## config.mk

```make
export PLATFORM = sky130hd
export DESIGN_NAME = mem_responder
export DESIGN_NICKNAME = d
export VERILOG_FILES = /design/src/rtl/mem_responder.sv
export SDC_FILE = /design/constraint.sdc
export NUM_CORES = 1
export LEC_CHECK = 0
export BUFFER_PORTS_ARGS = -buffer_cell sky130_fd_sc_hd__buf_2
export CAP_MARGIN = 40
export CELL_PAD_IN_SITES_DETAIL_PLACEMENT = 2
export CELL_PAD_IN_SITES_GLOBAL_PLACEMENT = 2
export CORE_MARGIN = 1
export CORE_UTILIZATION = 49
export DETAILED_ROUTE_END_ITERATION = 12
export GPL_TIMING_DRIVEN = 1
export PLACE_DENSITY_LB_ADDON = 0.12
export SETUP_SLACK_MARGIN = 0.1
export SYNTH_ARGS = -nofsm -noshare
export SYNTH_HDL_FRONTEND = slang
export SYNTH_SLANG_ARGS = --single-unit
```

## constraint.sdc

```tcl
create_clock -name clk -period 5.7 [get_ports clk]
set_input_delay 0.285 -clock clk [delete_from_list [all_inputs] [get_ports clk]]
set_output_delay 0.285 -clock clk [all_outputs]
set_load 0.01 [all_outputs]
```

## src/rtl/mem_responder.sv

```systemverilog
// Memory responder: serves CPU accesses from internal HRAM / IE register or
// forwards them to an external port with an ack timeout.
module mem_responder #(
    parameter int unsigned TIMEOUT = 15
) (
    input  logic        clk,
    input  logic        rst,
    input  logic        cpu_req,
    input  logic        cpu_we,
    input  logic [15:0] cpu_addr,
    input  logic [7:0]  cpu_wdata,
    output logic [7:0]  cpu_rdata,
    output logic        cpu_ready,
    output logic        bus_err,
    output logic        ext_req,
    output logic        ext_we,
    output logic [15:0] ext_addr,
    output logic [7:0]  ext_wdata,
    input  logic [7:0]  ext_rdata,
    input  logic        ext_ack
);

    localparam int unsigned AW = 16;
    localparam int unsigned DW = 8;
    localparam int unsigned CW = 8;
    localparam logic [CW-1:0] TMO_LAST = CW'(TIMEOUT - 1);

    typedef enum logic [1:0] {
        ST_IDLE = 2'd0,
        ST_EXT  = 2'd1,
        ST_RESP = 2'd2
    } state_t;

    state_t          r_state;
    state_t          w_state_nxt;

    logic            r_we;
    logic [AW-1:0]   r_addr;
    logic [DW-1:0]   r_wdata;
    logic [CW-1:0]   r_wait_cnt;
    logic [DW-1:0]   r_ie;
    logic [DW-1:0]   r_hram [0:126];

    logic            r_cpu_ready;
    logic            r_bus_err;
    logic            r_ext_req;
    logic            r_ext_we;
    logic [DW-1:0]   r_cpu_rdata;

    logic            w_capture;
    logic            w_hit_int;
    logic            w_hit_ie;
    logic            w_tmo;
    logic            w_cpu_ready_nxt;
    logic            w_bus_err_nxt;
    logic            w_ext_req_nxt;
    logic            w_ext_we_nxt;
    logic [DW-1:0]   w_cpu_rdata_nxt;
    logic [CW-1:0]   w_wait_cnt_nxt;
    logic            w_ie_we;
    logic            w_hram_we;

    assign w_capture = (r_state == ST_IDLE) && cpu_req;
    assign w_hit_int = (cpu_addr[15:7] == 9'h1FF);
    assign w_hit_ie  = (cpu_addr == 16'hFFFF);
    assign w_tmo     = (r_wait_cnt == TMO_LAST);

    // State, capture and registered outputs
    always_ff @(posedge clk) begin
        if (rst) begin
            r_state     <= ST_IDLE;
            r_we        <= 1'b0;
            r_addr      <= '0;
            r_wdata     <= '0;
            r_wait_cnt  <= '0;
            r_ie        <= '0;
            r_cpu_ready <= 1'b0;
            r_bus_err   <= 1'b0;
            r_ext_req   <= 1'b0;
            r_ext_we    <= 1'b0;
            r_cpu_rdata <= '0;
        end else begin
            r_state     <= w_state_nxt;
            r_wait_cnt  <= w_wait_cnt_nxt;
            r_cpu_ready <= w_cpu_ready_nxt;
            r_bus_err   <= w_bus_err_nxt;
            r_ext_req   <= w_ext_req_nxt;
            r_ext_we    <= w_ext_we_nxt;
            r_cpu_rdata <= w_cpu_rdata_nxt;
            if (w_capture) begin
                r_we    <= cpu_we;
                r_addr  <= cpu_addr;
                r_wdata <= cpu_wdata;
            end
            if (w_ie_we) begin
                r_ie <= cpu_wdata;
            end
        end
    end

    // HRAM storage; contents survive reset
    always_ff @(posedge clk) begin
        if (w_hram_we) begin
            r_hram[cpu_addr[6:0]] <= cpu_wdata;
        end
    end

    // Next-state decision
    always_comb begin
        w_state_nxt = r_state;
        case (r_state)
            ST_IDLE: if (cpu_req) w_state_nxt = w_hit_int ? ST_RESP : ST_EXT;
            ST_EXT:  if (ext_ack || w_tmo) w_state_nxt = ST_RESP;
            ST_RESP: w_state_nxt = ST_IDLE;
            default: w_state_nxt = ST_IDLE;
        endcase
    end

    // Next values of outputs, counter and internal storage strobes
    always_comb begin
        w_cpu_rdata_nxt = r_cpu_rdata;
        w_bus_err_nxt   = 1'b0;
        w_cpu_ready_nxt = (w_state_nxt == ST_RESP);
        w_ext_req_nxt   = (w_state_nxt == ST_EXT);
        w_ext_we_nxt    = 1'b0;
        w_wait_cnt_nxt  = '0;
        w_ie_we         = 1'b0;
        w_hram_we       = 1'b0;
        case (r_state)
            ST_IDLE: begin
                w_ext_we_nxt = (w_state_nxt == ST_EXT) && cpu_we;
                if (cpu_req && w_hit_int) begin
                    if (cpu_we) begin
                        w_ie_we   = w_hit_ie;
                        w_hram_we = !w_hit_ie && !rst;
                    end else begin
                        w_cpu_rdata_nxt = w_hit_ie ? r_ie : r_hram[cpu_addr[6:0]];
                    end
                end
            end
            ST_EXT: begin
                w_ext_we_nxt = (w_state_nxt == ST_EXT) && r_we;
                if (ext_ack) begin
                    if (!r_we) w_cpu_rdata_nxt = ext_rdata;
                end else if (w_tmo) begin
                    if (!r_we) w_cpu_rdata_nxt = 8'hFF;
                    w_bus_err_nxt = 1'b1;
                end else begin
                    w_wait_cnt_nxt = r_wait_cnt + CW'(1);
                end
            end
            default: ;
        endcase
    end

    assign cpu_rdata = r_cpu_rdata;
    assign cpu_ready = r_cpu_ready;
    assign bus_err   = r_bus_err;
    assign ext_req   = r_ext_req;
    assign ext_we    = r_ext_we;
    assign ext_addr  = r_addr;
    assign ext_wdata = r_wdata;

endmodule

```

Yosys cells after proc, flatten, opt, wreduce, memory -nomap -nowiden
Memory sizes are Yosys's and may differ from the RTL's.
Index checks and enable logic that the tools add are counted.
Cells by class
  add/sub/neg operators: 1
  equal/unequal tests: 10
  muxes and demuxes: 22
  bitwise operators: 1
  reduce and logical (&&, ||, !) cells: 13
Operator list (count)
  8-bit 2-to-1 mux: 7
  16-bit equality test (second input constant): 1
  8-bit case mux with 2 select lines: 1
  9-bit equality test (second input constant): 1
  1-bit 2-to-1 mux: 9
  8-bit by 1-bit adder with 8-bit output (second input constant): 1
  8-bit by 4-bit equality test with 1-bit output (second input constant): 1
  2-bit 2-to-1 mux: 3
  1-bit logical AND: 5
  5-bit AND reduction: 1
  2-bit by 1-bit equality test with 1-bit output (second input constant): 2
  2-bit != test (second input constant): 2
  2-bit case mux with 2 select lines: 1
  4-bit OR reduction: 1
  3-bit != test (second input constant): 1
  3-bit OR reduction: 1
  2-bit equality test (second input constant): 1
  1-bit zero test: 2
  2-bit zero test: 1
  2-bit by 1-bit != test with 1-bit output (second input constant): 1
  1-bit case mux with 2 select lines: 1
  2-bit nonzero test: 1
  1-bit logical OR: 1
  1-bit NOT: 1
Storage, ports and cells
  register bits after elaboration: 55
  memory bits (writable): 1016
  output and inout port bits: 36
  logic and storage cells: 59
  memories kept: 1
Memories
  r_hram: words 127, width 8, rd ports 1, clocked after memory_dff 0, write ports 1, RTL line 42  | logic [DW-1:0] r_hram [0:126];

Depth between registers and ports, before layout
Gate-level depths: netlist (run 1).
  word-level depth: 8
  gate-level depth with buffers: 12

Least setup slack after synthesis (run 1)
No wires, ideal clock.
  path kind: input-to-reg
  start: input port cpu_addr[2]
  end: memory r_hram[43][0] (enable)
  library setup time: 0.370 ns
  arrival time: 2.120 ns
  data required time: 5.330 ns
  setup slack: 3.209 ns
  cell stages on the path: 9
  cell sequence: buf_6 -> inv_1 -> buf_2 -> buf_1 -> buf_2 -> and2_1 -> nand2_1 -> buf_2 -> nor2_1
Between the ends
  cells in the longest elaborated chain, start to end: 8
RTL lines
  from (decl): RTL line 10  | input logic [15:0] cpu_addr,
  16-bit equality test: RTL line 65  | assign w_hit_ie = (cpu_addr == 16'hFFFF);
  1-bit zero test: RTL line 135  | w_hram_we = !w_hit_ie && !rst;
  1-bit logical AND: RTL line 135
  1-bit 2-to-1 mux: RTL line 133  | if (cpu_we) begin
  1-bit 2-to-1 mux: RTL line 132  | if (cpu_req && w_hit_int) begin
  1-bit 2-to-1 mux: RTL line 129  | case (r_state)
  1-bit 2-to-1 mux: RTL line 103  | if (w_hram_we) begin
  1-bit 2-to-1 mux (implied by the code): RTL line 104  | r_hram[cpu_addr[6:0]] <= cpu_wdata;
  to (decl): RTL line 42
Several ways; a longest one is shown, not always the timed one.

Worst setup path in the final report (run 1)
  start: input port cpu_addr[4]
  end: register r_cpu_rdata[4], in the netlist cpu_rdata[4]
Between the ends
  cells in the longest elaborated chain, start to end: 5
  elaborated cells on any way between the ends: 6
RTL lines
  memory read 127 x 8 bit / 16-bit equality test (equally long branches)
  8-bit 2-to-1 mux (*): RTL line 137  | w_cpu_rdata_nxt = w_hit_ie ? r_ie : r_hram[cpu_addr[6:0]];
  8-bit 2-to-1 mux (*): RTL line 133
  8-bit 2-to-1 mux (*): RTL line 132
  8-bit case mux with 2 select lines (*): RTL line 129
  to (signal assigned): RTL line 89  | r_cpu_rdata <= w_cpu_rdata_nxt;
  to (decl): RTL line 48  | logic [DW-1:0] r_cpu_rdata;
Mark *: on every way between the ends. The rest lies on a longest branch, timed or not. The select of a mux whose other input is x is not followed.
A chain may end at the register's enable or synchronous reset.

==> reports/results.txt, run 1 <==
Outcome -> complete, no violations
Power, Total -> 17.0 mW
Crit end category -> flip-flop
DRT Pass-1 Iters -> 5
Seq/Total Area, Yosys -> 74.8%
Total number of vias -> 26884
Top cell type's share of synthesized area -> 72.2%
Slew Limit Fails -> 0
Critical path cell sequence -> dlygate4sd3_1, buf_2, buf_4, buf_4, nor2b_1, nand3_1, nor3_1, nor4_1, o2111ai_1, nor4b_2, o21ai_1
CTS resizes -> 0
Initial antenna violation count -> 6
Hold Crit Depth -> 3
Min-delay src -> ext_rdata[0]
First-pass GRT wire length -> 225 mm
Starting Density -> 49.5%
# clock sinks -> 1071
CP max FO -> 28
Grt total ovfl -> 0
CTS tree -> yes
Met1 Use GR -> 48.8%
Nets -> 2683
DIE WIDTH -> 296 um
Placed cell count -> 3639
CP startpoint -> cpu_addr[4]
Largest area contributor in the netlist -> edfxtp_1
Final setup violation count -> 0
Worst path slowest cell -> nor4b_2
RSZ-0062 raised after global routing -> no
Syn Inst Count -> 2444
Routed wire per std cell -> 42.0 um
Top_reg_cell synth -> edfxtp_1
Leakage -> 15.7 nW
Vias in the first global route -> 28229
Reg2Reg Depth -> 7
# rows -> 107
Port bufs -> 72
TNS Setup -> 0 ns
Ports -> 73
Synthesized Nets -> 2483
Worst Setup EP -> cpu_rdata[4]$_SDFFE_PP0P_
Switching share of power -> 23.7%
CTS root buf -> clkbuf_16
Part of the power in the clock network -> 42.8%
Net Switching -> 4.01 mW
Die height -> 296 um
Post-CTS setup buffers -> 0
Antenna Nets Post-Route -> 0
Area growth, synth to finish -> 13.9%
Crit path time final -> 4.18 ns
Worst setup SP type -> input pin
Worst slew pin tran -> 1.02 ns
# diodes -> 0
Hold Crit Class -> input pin to flip-flop
Worst reg-to-reg setup slack -> 2.00 ns
Gp weighted congestion -> 0.876
Mapped cell area -> 42200 um2
Clock Skew -> 0.0366 ns
DRC violations left -> 0
Seq pwr share -> 50.9%
F_max -> 239 MHz
Post-Layout Cell Count -> 3880
Combinational share of power -> 6.3%
Slowest stage delay, CP -> 0.84 ns
Critical Path Most Common Cell -> buf_4
Final Hold Vio Count -> 0
Yosys warns -> 0
Grt peak-use layer -> met2
Synth area leaders -> edfxtp_1, mux4_2, mux2i_1
Count leader, synth -> edfxtp_1
PD cells -> 353 nW/um2
Period utilisation layout -> 73.3%
Layout cells sized above 1 -> 20.5%
Crit path kind -> input pin to flip-flop
Clk_lat worst skew -> 0.72 ns
Ys async rst share -> 0%
Worst rel slew slack -> 31.6%
Core area -> 85300 um2
EDFF count, synth -> 1016
Post-synth top cells -> edfxtp_1, nor2_1, nand2_1, mux2i_1, mux4_2
GRT Util Overall -> 37.4%
CTS Buf Count -> 111
Max H-tree Level -> 3
1st-iter DRT viols -> 3659
Clk pin slew, worst setup/hold paths -> 0.06 ns
Critical Path RT -> 6.23 ns
Die area -> 87400 um2
Routed wire length -> 163 mm
Met3 usage -> 6.88%
Netlist cell types -> 82
CP Data Arrival Time -> 4.71 ns
Vias per cell -> 6.93
Mean Syn Cell Area -> 17.3 um2
Max-Cap Viols -> 0
Internal power -> 12.9 mW
Yosys reg bits -> 1071
Max IR drop VDD -> 0.000261 V
Clock buffer depth -> 3
Largest net degree at the start of global routing -> 77
Global Route met2 Usage -> 60.1%
Hold WS -> 0.0563 ns
FF-to-FF Start -> r_state[0]$_SDFF_PP0_
Dpl hpwl -> 96.4 mm
Reg2reg end -> r_hram[54][3]$_DFFE_PP_
==> layer usage <==
layer,wire [um],vias to the layer above
met5,20,-
met2,78000,1909
li1,-,10256
met3,14600,478
met4,9190,2
met1,61100,14239
==> worst max-delay path: cells and delay by family <==
family / cells / cell delay (ns)
and+or+nand+nor: 5 / 2.38
AOI/OAI and AO/OA: 2 / 0.44
buffers and inverters: 4 / 1.56
==> power by group through the flow <==
stage | combinational, mW | sequential [mW] | clock, mW
2_1_floorplan | 0.484 | 8.81 | 0
3_3_place_gp | 0.931 | 8.80 | 0
3_5_place_dp | 1.00 | 8.80 | 0
4_1_cts | 1.03 | 8.63 | 7.29
5_1_grt | 1.08 | 8.63 | 7.51
6_report | 1.06 | 8.64 | 7.26
==> sequential cells by signal, indices dropped and copies added (netlist names) <==
signal / count
ext_wdata: 8
ext_addr: 16
ext_req: 1
r_wait_cnt: 8
cpu_rdata: 8
ext_we: 1
bus_err: 1
r_we: 1
r_hram: 1016
r_ie: 8
r_state: 2
cpu_ready: 1
==> how the worst min path moves through the flow <==
stage,endpoint
finish,cpu_rdata[0]$_SDFFE_PP0P_
global route,cpu_rdata[3]$_SDFFE_PP0P_
CTS,cpu_rdata[0]$_SDFFE_PP0P_
detailed placement,ext_wdata[2]$_SDFFE_PP0P_
global placement,ext_addr[9]$_SDFFE_PP0P_
floorplan,bus_err$_SDFF_PP0_
==> layout make-up <==
cell class	count	area, um2
fillers	7309	37200
flip-flops and latches	1071	31600
multi-input cells	1199	9640
clock buffers	152	3080
repair buffers	251	1910
well taps	1144	1430
clock inverters	53	398
inverters	10	42.5
==> cell usage in the layout, fill, tap and decap left out, types with 11 or more instances in the layout <==
master         synthesis  final
o21ai_0               51     51
a221o_1               26     26
dlygate4sd3_1          0     16
clkinv_1               0     30
nor3_1                19     19
clkbuf_1              53     32
o22ai_1               22     22
nor2_1               198    197
nand3_1               19     19
a21oi_1               87     87
mux2_2                46     46
mux2i_1              114    114
buf_2                 50     67
a31oi_1               15     15
a22oi_1               46     46
buf_4                 23    151
edfxtp_1            1016   1016
nor4_1                11     11
clkbuf_16              0    116
mux4_2               103    103
a22o_1                29     29
dfxtp_1               55     55
nand2_1              139    138
o221ai_1              15     15
a221oi_1              84     84
clkinv_2               0     13
==> what timing repair did <==
action,CTS,global route
endpoints found under the hold margin,22,0
hold buffers,16,0
endpoints found under the setup margin,0,0
==> cells by family (layout without fill, tap and decap cells) <==
| group | after synthesis | in the layout | synth area share (%) |
|---|---|---|---|
| flip-flops | 1071 | 1071 | 74.8 |
| AO/OA/AOI/OAI | 470 | 470 | 8.28 |
| AND/OR/NAND/NOR | 456 | 456 | 4.77 |
| multiplexers | 265 | 265 | 9.51 |
| buffers and inverters | 174 | 466 | 2.40 |
| XOR/XNOR | 6 | 6 | 0.124 |
| adder cells (fa/ha/maj) | 2 | 2 | 0.0592 |
==> through the flow <==
stage	area (um2)	setup WS (ns)	util, %
2_1_floorplan	42200	3.21	-
3_3_place_gp	43800	1.25	51.3
3_5_place_dp	44300	1.60	52.0
4_1_cts	47900	1.93	56.2
5_1_grt	48100	1.64	56.4
6_report	48100	1.52	56.4
(Power assumes the default switching activity.)
==> run 2: changes to the inputs <==
--- a/config.mk
+++ b/config.mk
@@ -10,7 +10,7 @@
 export CELL_PAD_IN_SITES_DETAIL_PLACEMENT = 2
 export CELL_PAD_IN_SITES_GLOBAL_PLACEMENT = 2
 export CORE_MARGIN = 1
-export CORE_UTILIZATION = 49
+export CORE_UTILIZATION = 43
 export DETAILED_ROUTE_END_ITERATION = 12
 export GPL_TIMING_DRIVEN = 1
 export PLACE_DENSITY_LB_ADDON = 0.12
==> constraint.sdc (replaced) <==
create_clock -name clk -period 3.7 [get_ports clk]
set_input_delay 0.185 -clock clk [delete_from_list [all_inputs] [get_ports clk]]
set_output_delay 0.185 -clock clk [all_outputs]
set_load 0.01 [all_outputs]
==> run 2 against run 1 <==
Against the previous run: the flow now finishes with violations (design-rule violations); critical path depth shrank 4; highest routed layer is now met4; cell area rose by 3.2%; wire length decreased by 6.2%; clock power is 65% higher; register-to-register slack worse by 1.3 ns; critical path type is now flip-flop to flip-flop.
==> reports/results.txt, run 2 (synthesized netlist as in run 1, its figures left out) <==
Reg2Reg Depth -> 7
# diodes -> 0
F_max -> 333 MHz
CTS root buf -> clkbuf_16
TNS Setup -> 0 ns
Grt total ovfl -> 0
Outcome -> complete, but fails checks
CTS tree -> yes
Hold Crit Depth -> 5
Period utilisation layout -> 81.1%
Leakage -> 16.5 nW
CTS resizes -> 0
Die area -> 99500 um2
Total number of vias -> 26181
First-pass GRT wire length -> 216 mm
Commonest non-fill, non-tap cells in the layout -> edfxtp_1, buf_4, nor2_1
CTS Buf Count -> 113
Ports -> 73
Power, Total -> 27.0 mW
Clock buffer depth -> 3
Gp weighted congestion -> 0.860
GRT Util Overall -> 30.9%
Final Hold Vio Count -> 0
Max-Cap Viols -> 0
Hold Crit Class -> input pin to flip-flop
Routed wire length -> 153 mm
Critical Path RT -> 4.30 ns
Clock Skew -> 0.0261 ns
Clk_lat worst skew -> 0.71 ns
Port bufs -> 72
DIE WIDTH -> 315 um
Nets -> 2792
Initial antenna violation count -> 3
Failing checks -> design-rule violations
Hold WS -> 0.0401 ns
Worst setup SP type -> flip-flop
Part of the power in the clock network -> 44.6%
Slew Limit Fails -> 0
1st-iter DRT viols -> 3035
# clock sinks -> 1071
Switching share of power -> 22.3%
Crit path time final -> 3.00 ns
Max FFs per register -> 1016
Max IR drop VDD -> 0.000564 V
Area growth, synth to finish -> 17.5%
Combinational share of power -> 6.1%
Dpl hpwl -> 98.3 mm
Die height -> 315 um
Core area -> 97000 um2
Routed wire per std cell -> 37.0 um
Largest net degree at the start of global routing -> 75
Vias per cell -> 6.34
Worst rel slew slack -> 35.3%
Vias in the first global route -> 27888
Crit path kind -> flip-flop to flip-flop
RSZ-0062 raised after global routing -> no
Internal power -> 21.0 mW
Worst slew pin tran -> 0.968 ns
Layout cells sized above 1 -> 24.1%
CP Data Arrival Time -> 3.60 ns
PD cells -> 543 nW/um2
Final setup violation count -> 0
DRT Pass-1 Iters -> 10
DRC violations left -> 12
Max H-tree Level -> 3
Commonest non-fill, non-tap cell in the layout -> edfxtp_1
Antenna Nets Post-Route -> 0
CP max FO -> 8
Clk pin slew, worst setup/hold paths -> 0.06 ns
Net Switching -> 6.03 mW
Seq pwr share -> 49.3%
Crit end category -> flip-flop
Starting Density -> 43.5%
# rows -> 114
## run 2: timing repair
action	in CTS	in global routing
hold endpoints to repair	66	0
hold buffers	19	0
buffers inserted	0	0
## run 2: path summary, 6_finish.rpt
check                                               start                         to  slack (ns)
worst max-delay path             r_wait_cnt[6]$_SDFF_PP0_  cpu_rdata[3]$_SDFFE_PP0P_        0.70
worst min-delay path                              cpu_req   ext_addr[8]$_SDFFE_PP0P_        0.04
worst max register to register   r_wait_cnt[6]$_SDFF_PP0_  cpu_rdata[3]$_SDFFE_PP0P_        0.70
worst min register to register  ext_addr[15]$_SDFFE_PP0P_  ext_addr[15]$_SDFFE_PP0P_        0.46
## run 2: worst max-delay path: stages (launching register included)
cell and delay [ns]:
dfxtp_1 0.35, nor4_1 0.71, a211o_1 0.33, o21ai_1 0.17
nor3_4 0.31, o221ai_1 0.30, or4_1 0.60, o211ai_1 0.14
## run 2: final cells by class
cell class | instances | area (um2)
multi-input cells | 1199 | 9630
flip-flops and latches | 1071 | 31600
well taps | 1276 | 1600
repair buffers | 358 | 2870
clock buffers | 136 | 3010
inverters | 10 | 42.5
fillers | 8713 | 47400
clock inverters | 78 | 880
## run 2: power by group through the flow
stage          Combinational [mW]  Clock (mW)  Sequential, mW
2_1_floorplan               0.745           0            13.6
3_3_place_gp                 1.53           0            13.6
3_5_place_dp                 1.59           0            13.6
4_1_cts                      1.63        12.2            13.3
5_1_grt                      1.70        12.6            13.3
6_report                     1.64        12.0            13.3
## run 2: routing by layer
metal	wire length (um)	part of all wire, %	vias up	global-route usage (%)
li1	-	-	10493	-
met5	0	0	-	0
met2	73900	48	1309	50.9
met3	10900	7.2	306	5.03
met4	6440	4.2	0	12.0
met1	61500	40	14073	41.2
## run 2: through the flow
step	instances	instance area [um2]	util (%)	worst slack, ns
3_5_place_dp	3893	45500	46.9	0.150
2_1_floorplan	2444	42200	-	1.31
6_report	4128	49600	51.2	0.700
4_1_cts	4126	49600	51.1	0.667
5_1_grt	4128	49600	51.2	0.564
3_3_place_gp	3889	45500	46.9	0.0247
